### src/rtl/pe_accumulator_pkg.sv
`default_nettype none
// +---------------------------------------------------------------+
// | pe_pkg : shared types and constants for the PE accumulator    |
// | rev 1.0                                                       |
// +---------------------------------------------------------------+
package pe_pkg;

  typedef enum logic [1:0] {
    IDLE  = 2'd0,
    ACCUM = 2'd1,
    HOLD  = 2'd2
  } acc_state_t;

  localparam int DEFAULT_ACC_W = 24;
  localparam int PROD_W        = 16;

endpackage
`default_nettype wire

### src/rtl/pe_accumulator_if.sv
`default_nettype none
// +---------------------------------------------------------------+
// | pe_accumulator_if : start/product/result handshake bundle     |
// | rev 1.0                                                       |
// +---------------------------------------------------------------+
interface pe_accumulator_if #(
  parameter int ACC_W = pe_pkg::DEFAULT_ACC_W,
  parameter int LEN_W = 8
);
  logic                      start;
  logic [LEN_W-1:0]          len;
  logic                      prod_valid;
  logic [pe_pkg::PROD_W-1:0] prod_in;
  logic                      out_ready;
  logic                      out_valid;
  logic [ACC_W-1:0]          acc_out;
  logic                      overflow;
  logic                      busy;

  modport master (
    output start, len, prod_valid, prod_in, out_ready,
    input  out_valid, acc_out, overflow, busy
  );

  modport slave (
    input  start, len, prod_valid, prod_in, out_ready,
    output out_valid, acc_out, overflow, busy
  );
endinterface
`default_nettype wire

### src/rtl/pe_accumulator_sat_add.sv
`default_nettype none
// +---------------------------------------------------------------+
// | sat_add : unsigned saturating adder with saturation flag      |
// | rev 1.0                                                       |
// +---------------------------------------------------------------+
module sat_add #(
  parameter int W   = 24,
  parameter int B_W = 16
) (
  input  wire logic [W-1:0]   i_a,
  input  wire logic [B_W-1:0] i_b,
  output logic      [W-1:0]   o_sum,
  output logic                o_sat
);
  logic [W:0] w_full;

  assign w_full = {1'b0, i_a} + {{(W + 1 - B_W){1'b0}}, i_b};
  assign o_sat  = w_full[W];
  assign o_sum  = w_full[W] ? {W{1'b1}} : w_full[W-1:0];
endmodule
`default_nettype wire

### src/rtl/pe_accumulator.sv
`default_nettype none
// +---------------------------------------------------------------+
// | pe_accumulator : saturating dot-product accumulator with a    |
// | valid/ready result port. rev 1.0                              |
// +---------------------------------------------------------------+
module pe_accumulator
  import pe_pkg::*;
#(
  parameter int ACC_W = DEFAULT_ACC_W,
  parameter int LEN_W = 8
) (
  input wire logic       clk,
  input wire logic       rst_n,
  pe_accumulator_if.slave bus
);
  acc_state_t       r_state;
  logic [ACC_W-1:0] r_acc;
  logic [LEN_W-1:0] r_len;
  logic [LEN_W-1:0] r_count;
  logic             r_overflow;
  logic             r_out_valid;

  logic [ACC_W-1:0] w_sum;
  logic             w_sat;
  logic [LEN_W-1:0] w_count_nxt;

  sat_add #(
    .W   (ACC_W),
    .B_W (PROD_W)
  ) u_sat_add (
    .i_a   (r_acc),
    .i_b   (bus.prod_in),
    .o_sum (w_sum),
    .o_sat (w_sat)
  );

  assign w_count_nxt = r_count + LEN_W'(1);

  always_ff @(posedge clk or negedge rst_n) begin
    if (!rst_n) begin
      r_state     <= IDLE;
      r_acc       <= '0;
      r_len       <= '0;
      r_count     <= '0;
      r_overflow  <= 1'b0;
      r_out_valid <= 1'b0;
    end else begin
      case (r_state)
        IDLE: begin
          if (bus.start) begin
            r_acc      <= '0;
            r_overflow <= 1'b0;
            r_count    <= '0;
            r_len      <= bus.len;
            if (bus.len != '0) begin
              r_state <= ACCUM;
            end else begin
              // Empty vector: result is the cleared accumulator.
              r_state     <= HOLD;
              r_out_valid <= 1'b1;
            end
          end
        end
        ACCUM: begin
          if (bus.prod_valid) begin
            r_acc   <= w_sum;
            r_count <= w_count_nxt;
            if (w_sat) r_overflow <= 1'b1;
            if (w_count_nxt == r_len) begin
              r_state     <= HOLD;
              r_out_valid <= 1'b1;
            end
          end
        end
        HOLD: begin
          if (bus.out_ready) begin
            r_state     <= IDLE;
            r_out_valid <= 1'b0;
          end
        end
        default: begin
          r_state     <= IDLE;
          r_out_valid <= 1'b0;
        end
      endcase
    end
  end

  assign bus.acc_out   = r_acc;
  assign bus.out_valid = r_out_valid;
  assign bus.overflow  = r_overflow;
  assign bus.busy      = (r_state != IDLE);
endmodule
`default_nettype wire

### src/flat_wrapper.sv
// flat-port wrapper written by rule: the top's interface ports become plain ports
module pe_accumulator_flat import pe_pkg::*;
#(
  parameter int ACC_W = DEFAULT_ACC_W,
  parameter int LEN_W = 8
)
  (clk, rst_n, bus_start, bus_len, bus_prod_valid, bus_prod_in, bus_out_ready, bus_out_valid, bus_acc_out, bus_overflow, bus_busy);
  pe_accumulator_if #(.ACC_W(ACC_W), .LEN_W(LEN_W)) bus_i ();
  input wire logic clk;
  input wire logic rst_n;
  input wire logic [$bits(bus_i.start)-1:0] bus_start;
  input wire logic [$bits(bus_i.len)-1:0] bus_len;
  input wire logic [$bits(bus_i.prod_valid)-1:0] bus_prod_valid;
  input wire logic [$bits(bus_i.prod_in)-1:0] bus_prod_in;
  input wire logic [$bits(bus_i.out_ready)-1:0] bus_out_ready;
  output wire logic [$bits(bus_i.out_valid)-1:0] bus_out_valid;
  output wire logic [$bits(bus_i.acc_out)-1:0] bus_acc_out;
  output wire logic [$bits(bus_i.overflow)-1:0] bus_overflow;
  output wire logic [$bits(bus_i.busy)-1:0] bus_busy;
  assign bus_i.start = bus_start;
  assign bus_i.len = bus_len;
  assign bus_i.prod_valid = bus_prod_valid;
  assign bus_i.prod_in = bus_prod_in;
  assign bus_i.out_ready = bus_out_ready;
  assign bus_out_valid = bus_i.out_valid;
  assign bus_acc_out = bus_i.acc_out;
  assign bus_overflow = bus_i.overflow;
  assign bus_busy = bus_i.busy;
  pe_accumulator #(.ACC_W(ACC_W), .LEN_W(LEN_W)) u_core (.clk(clk), .rst_n(rst_n), .bus(bus_i));
endmodule
### config.mk
export PLATFORM = sky130hd
export DESIGN_NAME = pe_accumulator_flat
export DESIGN_NICKNAME = d
export VERILOG_FILES = /design/src/rtl/pe_accumulator_pkg.sv /design/src/rtl/pe_accumulator_if.sv /design/src/rtl/pe_accumulator_sat_add.sv /design/src/rtl/pe_accumulator.sv /design/src/flat_wrapper.sv
export SDC_FILE = /design/constraint.sdc
export NUM_CORES = 1
export LEC_CHECK = 0
export BUFFER_PORTS_ARGS = -buffer_cell sky130_fd_sc_hd__buf_2
export CORE_MARGIN = 2
export CORE_UTILIZATION = 56
export DETAILED_ROUTE_END_ITERATION = 6
export PLACE_DENSITY = 0.8
export SYNTH_ARGS = -nofsm -noshare
export SYNTH_HDL_FRONTEND = slang
export SYNTH_SLANG_ARGS = --single-unit
### constraint.sdc
create_clock -name clk -period 2.89 [get_ports clk]
set_input_delay 0.578 -clock clk [delete_from_list [all_inputs] [get_ports clk]]
set_output_delay 0.578 -clock clk [all_outputs]
set_load 0.005 [all_outputs]
==> impl_metrics.yaml <==
yosys:
  synthAdderAreaFrac_pct: 7.75
  synth_top_family_by_area: "compound AO/OA/AOI/OAI gates"
  synth_compound_area_share_pct: 24.7
  async_flop_share_pct: 100
  syn_area_um2: 3000
  synth_xor_area_share_pct: 6.12
  ys_top_cells_by_count: "53 x nand2_1, 44 x dfrtp_1, 35 x a21oi_1"
  synth_edf_count: 0
  avgSynthCellArea_um2: 8.44
  synth.most_common_cell: "nand2_1"
  yosysWarnings: 0
  synth-main-ff-cell: "dfrtp_1"
  ys_seq_elements: 44
  synth_top_cell_by_area: "dfrtp_1"
  synth-simple-area-share_pct: 20.7
  synth_nets: 403
  netlist_instances: 356
  ys_top_cells_by_area: "dfrtp_1 37%, ha_1 7.1%, nand2_1 6.6%"
  synthMuxAreaShare_pct: 0.333
  yosysSeqAreaShare_pct: 36.7
  ys_types: 50
  synth_top_cell_area_share_pct: 36.7
power_and_ir_drop:
  combPwrFrac_pct: 57.3
  totalPowerFinal_uw: 3340
  powerDensity_nw_per_um2: 968
  p_sw_uw: 1500
  clkPwrFrac_pct: 11.2
  p_int_uw: 1840
  power_frac_seq_pct: 31.5
  swShare_pct: 44.9
  ir_drop_mv: 0.586
  p_leak_uw: 0.00163
layout:
  multi_input_area_um2: 1790
  ff_latch_area_um2: 1100
  fill_cells: 487
  fin_cells: 482
  diodes: 0
  fin_area_um2: 3450
  drive_gt1_share_pct: 20.1
  layout.nets: 459
  area_growth_pct: 14.7
worst_setup_path:
  crit_slowest_cell: "dfrtp_1"
  startpoint_type: "flip-flop"
  path_cells: "ha_1 -> fa_1 -> a211oi_1 -> o21a_1 -> a211oi_4 -> a221oi_2 -> nor2_1 -> and3_1 -> nor3_1"
  rr_startpoint: "u_core.bus.acc_out[0]"
  path_depth: 9
  cp_top_family: "compound AO/OA/AOI/OAI gates"
  r2r_setup_slack_ns: 0.18
  worstSetupEndpoint: "u_core.bus.acc_out[16]"
  critPathLaunch: "u_core.bus.acc_out[0]"
  r2r_cells: 9
  rr_endpoint: "u_core.bus.acc_out[16]"
  path_class: "reg2reg"
  arrival_ns: 2.91
  worst_path_largest_cell_delay_ns: 0.41
  cp_max_fo: 5
  end_kind: "flip-flop"
  crit_buf_inv: 0
  required_ns: 3.08
place:
  dpl_worst_slack_ns: -0.0342
  port_buffers: 55
  hpwl_um: 5090
  placed_area_um2: 3360
  gp_congestion: 0.918
  place_inst: 475
min_path:
  hold_path_class: "in2async"
drt:
  drcViolationCount: 0
  drt-initial-drc-count: 170
  routedWlPerCell_um: 14.5
  dr_total_vias: 2849
  drt-vias-per-instance: 5.91
  routed_wl_um: 6990
  first_pass_iters: 5
  ant_nets: 0
timing:
  setup_slack_ns: 0.176
  finalSetupViolations: 0
  fin_crit_sh_pct: 93.9
  max_clock_freq_mhz: 368
  skew_ns: 0.00929
  worst_pin_slew_ns: 0.973
  period_minus_slack_ns: 2.71
  setup_tns_ns: 0
  grt_setup_unrepaired: "no"
  maxSlewHeadroom_pct: 35.1
  slew_viol_final: 0
  finalHoldViolCount: 0
floorplan:
  io_pins: 56
  die-width_um: 77.2
  die_h_um: 77.2
  start_util_pct: 58.4
  core_area_um2: 5140
  rows: 26
  dieArea_um2: 5970
clock_network:
  clockBufferDepth: 2
  cts_resized: 0
  cts_sinks: 44
  numCtsBuffers: 5
  cts-root-buf: "clkbuf_8"
  worst_setup_hold_path_clk_slew_ns: 0.09
  cts_tree: "built"
  clkLatencyLatePin_ns: 0.29
  post_cts_buffers: 0
  htree_levels: 2
  cts_hold_buf: 0
global_route:
  grt_start_max_net_pins: 45
  antenna_found_initial: 0
  grt_pass1_vias: 2780
  overflow: 0
  grt.total_usage_pct: 24.9
  grt_pass1_wl_um: 12300
flow_run:
  cap_violations: 0
outcome:
  outcome: "finished clean"
[kinds of logic (layout without fill, tap and decap cells)]
kind of cell,after synthesis,after routing
XOR/XNOR,21,21
AND/OR/NAND/NOR,133,133
buffers and inverters,26,82
AO/OA/AOI/OAI,113,113
adder cells (fa/ha/maj),18,18
flip-flops,44,44
multiplexers,1,1
[flip-flops by register name, summed over array words and instances, names as in the netlist]
| name | flops |
|---|---|
| u_core.bus.acc_out | 24 |
| u_core.r_len | 8 |
| u_core.r_state | 2 |
| u_core.bus.overflow | 1 |
| u_core.bus.out_valid | 1 |
| u_core.r_count | 8 |
[power by group through the flow]
stage               Sequential (uW)  Combinational (uW)  Clock [uW]
floorplan                      1010                1420           0
global placement               1050                1840           0
detailed placement             1060                1890           0
CTS                            1050                1900         382
global route                   1090                2160         409
finish                         1050                1910         373
[placed cells by master, fill, tap and decap left out, types with 2 or more instances in the layout]
cell type  instances
or2_2              3
o211ai_1           6
a21o_1             7
ha_1              17
o21a_1             6
or4_1              3
nand4_1            5
a211oi_1           4
dfrtp_1           44
nor4_1             2
o31ai_1            3
nor3_1             8
clkbuf_8           5
nand2_1           53
a31oi_1            7
o311ai_0           2
xnor2_1           15
a21oi_1           35
and2_1             6
nor2_1            30
a31o_2             2
a221oi_1           2
inv_1             11
nand3_1            8
nand2b_1           2
a311oi_1           3
o21ai_0           24
xor2_1             6
and3_1             7
a221oi_2           2
buf_4              9
buf_2             55
[area by class of cell]
type                       count  area share, %
inverter                      11           1.20
clock inverter                 2          0.363
sequential                    44           32.0
timing repair buffer          64           9.95
clock buffer                   5           2.00
multi-input combinational    286           52.0
tap                           70           2.54
[worst reg2reg max path, cell delays in order, from the launching register on]
cell	delay (ns)
dfrtp_1	0.41
ha_1	0.23
fa_1	0.40
a211oi_1	0.30
o21a_1	0.24
a211oi_4	0.11
a221oi_2	0.37
nor2_1	0.16
and3_1	0.20
nor3_1	0.21
[stage by stage]
stage	hold WS (ns)	util (%)
2_1_floorplan	0.282	-
3_3_place_gp	0.479	65.5
3_5_place_dp	0.483	65.5
4_1_cts	0.476	67.0
5_1_grt	0.486	67.0
6_report	0.421	67.0
[layer usage]
layer	vias to the layer above	share of wire, %	global-route usage (%)	wire, um
met4	0	1.3	6.61	90
met5	-	0	0	0
li1	1395	-	-	-
met2	91	48	41.5	3370
met3	13	4.5	3.53	316
met1	1350	46	34.0	3210
[worst min path at each step]
stage | endpoint | slack, ns | cells after the start
after floorplan | u_core.bus.acc_out[0] | 0.28 | 0
after global placement | u_core.bus.overflow | 0.48 | 1
after detailed placement | u_core.r_len[0] | 0.48 | 2
after CTS | u_core.r_len[2] | 0.48 | 1
after global routing | u_core.r_len[2] | 0.49 | 3
final | u_core.r_state[0] | 0.42 | 1
(Power assumes the default switching activity.)
